File: src/rtl/score_disp_pkg.sv
// Shared definitions for the score/timer display controller: blank code,
// controller states and the saturation-limit helper.
package score_disp_pkg;

  localparam logic [3:0] DIGIT_BLANK = 4'd10;

  typedef enum logic [1:0] {
    IDLE   = 2'd0,
    CONV   = 2'd1,
    UPDATE = 2'd2
  } state_t;

  // Largest value representable with n decimal digits (10**n - 1).
  function automatic int calc_max_val(input int n);
    int v;
    v = 1;
    for (int i = 0; i < n; i++) begin
      v = v * 10;
    end
    return v - 1;
  endfunction

endpackage

File: src/rtl/score_display_ctrl_adj3.sv
// Double-dabble digit correction: a BCD digit of 5 or more gets 3 added
// so that the following left shift carries correctly into the next digit.
module bcd_adj3 (
  input  logic [3:0] din,
  output logic [3:0] dout
);

  always_comb begin
    dout = (din >= 4'd5) ? din + 4'd3 : din;
  end

endmodule

File: src/rtl/score_display_ctrl.sv
// Binary-to-BCD display controller: one double-dabble shift per clock,
// saturation, leading-zero blanking and gated decoder enables.
module score_display_ctrl
  import score_disp_pkg::*;
#(
  parameter int BIN_W   = 10,
  parameter int DIGITS  = 3,
  parameter int MAX_VAL = calc_max_val(DIGITS)
) (
  input  logic                  clk,
  input  logic                  reset,
  input  logic                  load,
  input  logic [BIN_W-1:0]      value,
  input  logic                  blank_lz,
  output logic                  busy,
  output logic                  done,
  output logic                  ovf,
  output logic                  digit_en,
  output logic [4*DIGITS-1:0]   digits,
  output state_t                state_dbg
);

  // Handshake: load is a one-cycle request sampled on a rising edge; it is
  // never refused. While busy it lands in a one-deep pending slot (last
  // request wins), and done pulses once per result written to digits/ovf.

  localparam int              BCD_W    = 4 * DIGITS;
  localparam int              CNT_W    = $clog2(BIN_W + 1);
  localparam logic [CNT_W-1:0] LAST_CNT = CNT_W'(BIN_W - 1);
  localparam logic [31:0]     MAX_U    = 32'(MAX_VAL);

  state_t             state;
  logic [BCD_W-1:0]   bcd_q;
  logic [BCD_W-1:0]   bcd_adj;
  logic [BCD_W-1:0]   digits_nxt;
  logic [BIN_W-1:0]   bin_q;
  logic [CNT_W-1:0]   cnt_q;
  logic               blank_q;
  logic               ovf_q;
  logic               lz_run;

  logic               pend_vld;
  logic [BIN_W-1:0]   pend_val;
  logic               pend_blank;

  logic               start_req;
  logic [BIN_W-1:0]   start_val;
  logic               start_blank;
  logic               start_ovf;
  logic [BIN_W-1:0]   start_sat;

  assign state_dbg = state;

  // A fresh load in the UPDATE cycle takes priority over an older pending one.
  always_comb begin
    start_req   = 1'b0;
    start_val   = value;
    start_blank = blank_lz;
    case (state)
      IDLE: begin
        start_req = load;
      end
      UPDATE: begin
        start_req = load | pend_vld;
        if (!load) begin
          start_val   = pend_val;
          start_blank = pend_blank;
        end
      end
      default: begin
        start_req = 1'b0;
      end
    endcase
    start_ovf = (32'(start_val) > MAX_U);
    start_sat = start_ovf ? BIN_W'(MAX_U) : start_val;
  end

  for (genvar g = 0; g < DIGITS; g++) begin : g_adj
    bcd_adj3 u_adj (
      .din  (bcd_q[4*g +: 4]),
      .dout (bcd_adj[4*g +: 4])
    );
  end

  // Blank zeros from the top digit down until the first non-zero; digit 0 always shows.
  always_comb begin
    digits_nxt = bcd_q;
    lz_run     = blank_q;
    for (int i = DIGITS - 1; i > 0; i--) begin
      if (lz_run && (bcd_q[4*i +: 4] == 4'd0)) begin
        digits_nxt[4*i +: 4] = DIGIT_BLANK;
      end else begin
        lz_run = 1'b0;
      end
    end
  end

  always_ff @(posedge clk or negedge reset) begin
    if (!reset) begin
      state      <= IDLE;
      busy       <= 1'b0;
      done       <= 1'b0;
      ovf        <= 1'b0;
      digit_en   <= 1'b0;
      digits     <= {DIGITS{DIGIT_BLANK}};
      bcd_q      <= '0;
      bin_q      <= '0;
      cnt_q      <= '0;
      blank_q    <= 1'b0;
      ovf_q      <= 1'b0;
      pend_vld   <= 1'b0;
      pend_val   <= '0;
      pend_blank <= 1'b0;
    end else begin
      done <= 1'b0;
      if (start_req) begin
        bin_q   <= start_sat;
        bcd_q   <= '0;
        cnt_q   <= '0;
        blank_q <= start_blank;
        ovf_q   <= start_ovf;
        busy    <= 1'b1;
      end
      case (state)
        IDLE: begin
          if (start_req) begin
            state <= CONV;
          end
        end
        CONV: begin
          {bcd_q, bin_q} <= {bcd_adj, bin_q} << 1;
          cnt_q          <= cnt_q + 1'b1;
          if (cnt_q == LAST_CNT) begin
            state <= UPDATE;
          end
          if (load) begin
            pend_vld   <= 1'b1;
            pend_val   <= value;
            pend_blank <= blank_lz;
          end
        end
        UPDATE: begin
          digits   <= digits_nxt;
          ovf      <= ovf_q;
          digit_en <= 1'b1;
          done     <= 1'b1;
          pend_vld <= 1'b0;
          if (start_req) begin
            state <= CONV;
          end else begin
            state <= IDLE;
            busy  <= 1'b0;
          end
        end
        default: begin
          state <= IDLE;
        end
      endcase
    end
  end

endmodule
File: config.mk
export PLATFORM = sky130hd
export DESIGN_NAME = score_display_ctrl
export DESIGN_NICKNAME = d
export VERILOG_FILES = /design/src/rtl/score_disp_pkg.sv /design/src/rtl/score_display_ctrl_adj3.sv /design/src/rtl/score_display_ctrl.sv
export SDC_FILE = /design/constraint.sdc
export NUM_CORES = 1
export LEC_CHECK = 0
export BUFFER_PORTS_ARGS = -buffer_cell sky130_fd_sc_hd__buf_2
export CORE_ASPECT_RATIO = 0.75
export CORE_MARGIN = 2
export CORE_UTILIZATION = 45
export DETAILED_ROUTE_END_ITERATION = 8
export PLACE_DENSITY = 0.67
export SLEW_MARGIN = 20
export SYNTH_ARGS = -nofsm -noshare
export SYNTH_HDL_FRONTEND = slang
export SYNTH_SLANG_ARGS = --single-unit
File: constraint.sdc
create_clock -name clk -period 1.88 [get_ports clk]
set_clock_uncertainty 0.2 [all_clocks]
set_input_delay 0.188 -clock clk [delete_from_list [all_inputs] [get_ports clk]]
set_output_delay 0.188 -clock clk [all_outputs]
set_load 0.01 [all_outputs]
==> flow_metrics.tcl <==
set metrics [dict create \
    setup_tns_ps 0 \
    grt_pass1_wl_um 10100 \
    clockBufferDepth 2 \
    core-area_um2 5920 \
    ir_drop_mv 0.649 \
    power.density_nw_per_um2 912 \
    routed_via_density 5.28 \
    syn_nets 292 \
    drv_slew 0 \
    yosysMostFrequentCell "dfrtp_1" \
    avgSynthCellArea_um2 10.5 \
    portBuffers 31 \
    cp_top_family "flip-flops" \
    grt_pass1_vias 2120 \
    synth_ff_type "dfrtp_1" \
    antenna_found_initial 0 \
    multiInputGateArea_um2 1220 \
    drtPass1Iterations 4 \
    wl_per_cell_um 14.0 \
    clk_latency_ps 340 \
    synth_seq_cells 58 \
    cts-root-buf "clkbuf_8" \
    netlist_area_um2 2810 \
    crit_path_end_kind "register" \
    start_util 0.474 \
    wl_um 5750 \
    nNetsFinal 351 \
    hpwl_um 4070 \
    dp.cells 382 \
    finalSetupViolations 0 \
    ys_top_cells_by_area "dfrtp_1, nand2_1, dfstp_2" \
    num_vias 2163 \
    stdcell_count 410 \
    finalCritPeriodShare 0.942 \
    gp_congestion 0.811 \
    die_h_um 72.4 \
    ff_latch_area_um2 1460 \
    critPathKind "reg2reg" \
    cp_max_fo 5 \
    ios 32 \
    syn_inst 268 \
    drive_gt1_frac 0.274 \
    synth.largest_area_cell "dfrtp_1" \
    die_x_um 95.2 \
    ys_async_sr_fraction 1.00 \
    post-route-min-period_ps 1770 \
    clk_pin_slew_worst_paths_ps 60 \
    yosys_warnings 0 \
    status "finished clean" \
    fillers 540 \
    worst-path-buf-inv 1 \
    cp.arrival_ps 1830 \
    hold_slack_ps 54.0 \
    critPathLaunchType "register" \
    grt_overflow 0 \
    worst_pin_slew_ps 530 \
    cap_violations 0 \
    cp_data_required_time_ps 1940 \
    grt_usage 0.195 \
    hold_viol 0 \
    rows 24 \
    path_cells "inv_1, ha_1, nand2b_1, a21oi_2, mux2_2, o22ai_1" \
    synth_top_area_frac 0.464 \
    grt_max_degree 27 \
    numClockSinks 58 \
    route.detailed.drc 0 \
    dieArea_um2 6890 \
    htree_levels 3 \
    numCtsBuffers 9 \
    maxSlewHeadroom 0.646 \
    antenna_cells 0 \
    area_growth_syn_to_layout_pct 23.5 \
    synth-edff-count 0 \
    tritoncts "yes" \
    slowest_delay_ps 410 \
    slowest_stage "dfrtp_1" \
    seq_area_frac_synth 0.520 \
    fmax_mhz 565 \
    leakage_uw 0.00161 \
    rsz0062_at_grt "no" \
    min_path_type "in2reg" \
    ant_nets 0 \
    drt_iter0_drc 108 \
    synth_cell_type_count 44 \
    postCtsSetupBuffers 0 \
    netlist_top_cells_count "dfrtp_1, nand2_1, o21ai_0" \
]
[placed cells by master (no fill, tap or decap), types with 2 or more instances in the layout]
cell	netlist	final
dfrtp_1	52	52
nand2_1	49	49
buf_2	9	31
buf_4	2	18
o21ai_0	17	17
clkbuf_8	0	13
dlygate4sd3_1	0	12
mux2_2	11	11
ha_1	10	10
inv_1	10	9
mux2i_1	9	9
o21ai_1	7	7
nor3_1	6	6
nand3_1	6	6
a22oi_1	6	6
a21oi_1	8	6
dfstp_2	6	6
nand2b_1	5	5
o31ai_1	5	5
o22ai_1	5	5
nor2_1	4	4
a21oi_2	1	3
nand4_1	3	3
xnor2_1	3	3
inv_2	1	2
a21o_1	2	2
mux2_1	2	2
o2bb2ai_1	2	2
o22a_1	2	2
o211ai_1	2	2
o32ai_1	2	2
xor2_1	2	2
nor2b_1	2	2
a211oi_1	2	2
a221o_1	2	2
clkinv_2	0	2
buf_12	0	2
[stage by stage]
stage	setup WS, ps	area (µm²)	power [µW]	utilization
after CTS	39.5	3460	3210	0.584
final	109	3460	3160	0.585
after global placement	171	3140	2060	0.531
after detailed placement	64.8	3140	2070	0.531
after floorplan	135	2810	1850	-
after global routing	4.79	3460	3350	0.585
[state kept, by name, indices dropped and copies added (netlist names), 2 cells and up]
signal,cells
bcd_q,12
bin_q,10
digits,12
state_dbg,2
pend_val,10
cnt_q,4
[power breakdown]
part,internal (µW),switching [µW],total (µW)
Clock,618,479,1100
Combinational,251,257,509
Sequential,1460,90.9,1550
Total,2330,827,3160
[final cells by class]
type,instances,share of cell area
sequential,58,0.421
multi-input combinational,184,0.353
timing repair buffer,63,0.130
clock buffer,14,0.0527
tap,78,0.0282
inverter,11,0.0119
clock inverter,2,0.00289
[metal layers]
metal,global-route usage,wire length [µm],up-vias
met3,0.0748,279,9
li1,-,-,1063
met4,0.0580,94,0
met5,0,0,-
met1,0.277,2850,1050
met2,0.277,2530,41
[path summary, 6_finish.rpt]
path                                start         to  slack (ps)  cells past startpoint
max in group asynchronous           reset  digits[1]         740                      3
min in group asynchronous           reset  digits[4]         160                      2
worst min register to register  digits[9]  digits[9]         250                      2
worst max-delay path             bcd_q[5]   bcd_q[6]         110                      6
worst min-delay path                 load   pend_vld          50                      3
worst max register to register   bcd_q[5]   bcd_q[6]         110                      6
[cell families (layout without fill, tap and decap cells)]
logic type	Yosys count	count (layout)	share of synthesized area
mux	22	22	0.0843
simple gates	81	81	0.137
compound gates	66	66	0.151
fa+ha+maj	10	10	0.0446
xor+xnor	5	5	0.0156
buf+inv	26	90	0.0468
flops	58	58	0.520
[what timing repair did]
item | CTS | global route
endpoints found under the hold margin | 48 | 0
resized for setup | 0 | 3
endpoints found under the setup margin | 0 | 3
hold buffers | 12 | 0
[worst reg2reg max path, cell delays in order (launching register included)]
cell,delay (ps)
dfrtp_1,410
inv_1,110
ha_1,180
nand2b_1,150
a21oi_2,170
mux2_2,340
o22ai_1,110
(Power assumes the default switching activity.)
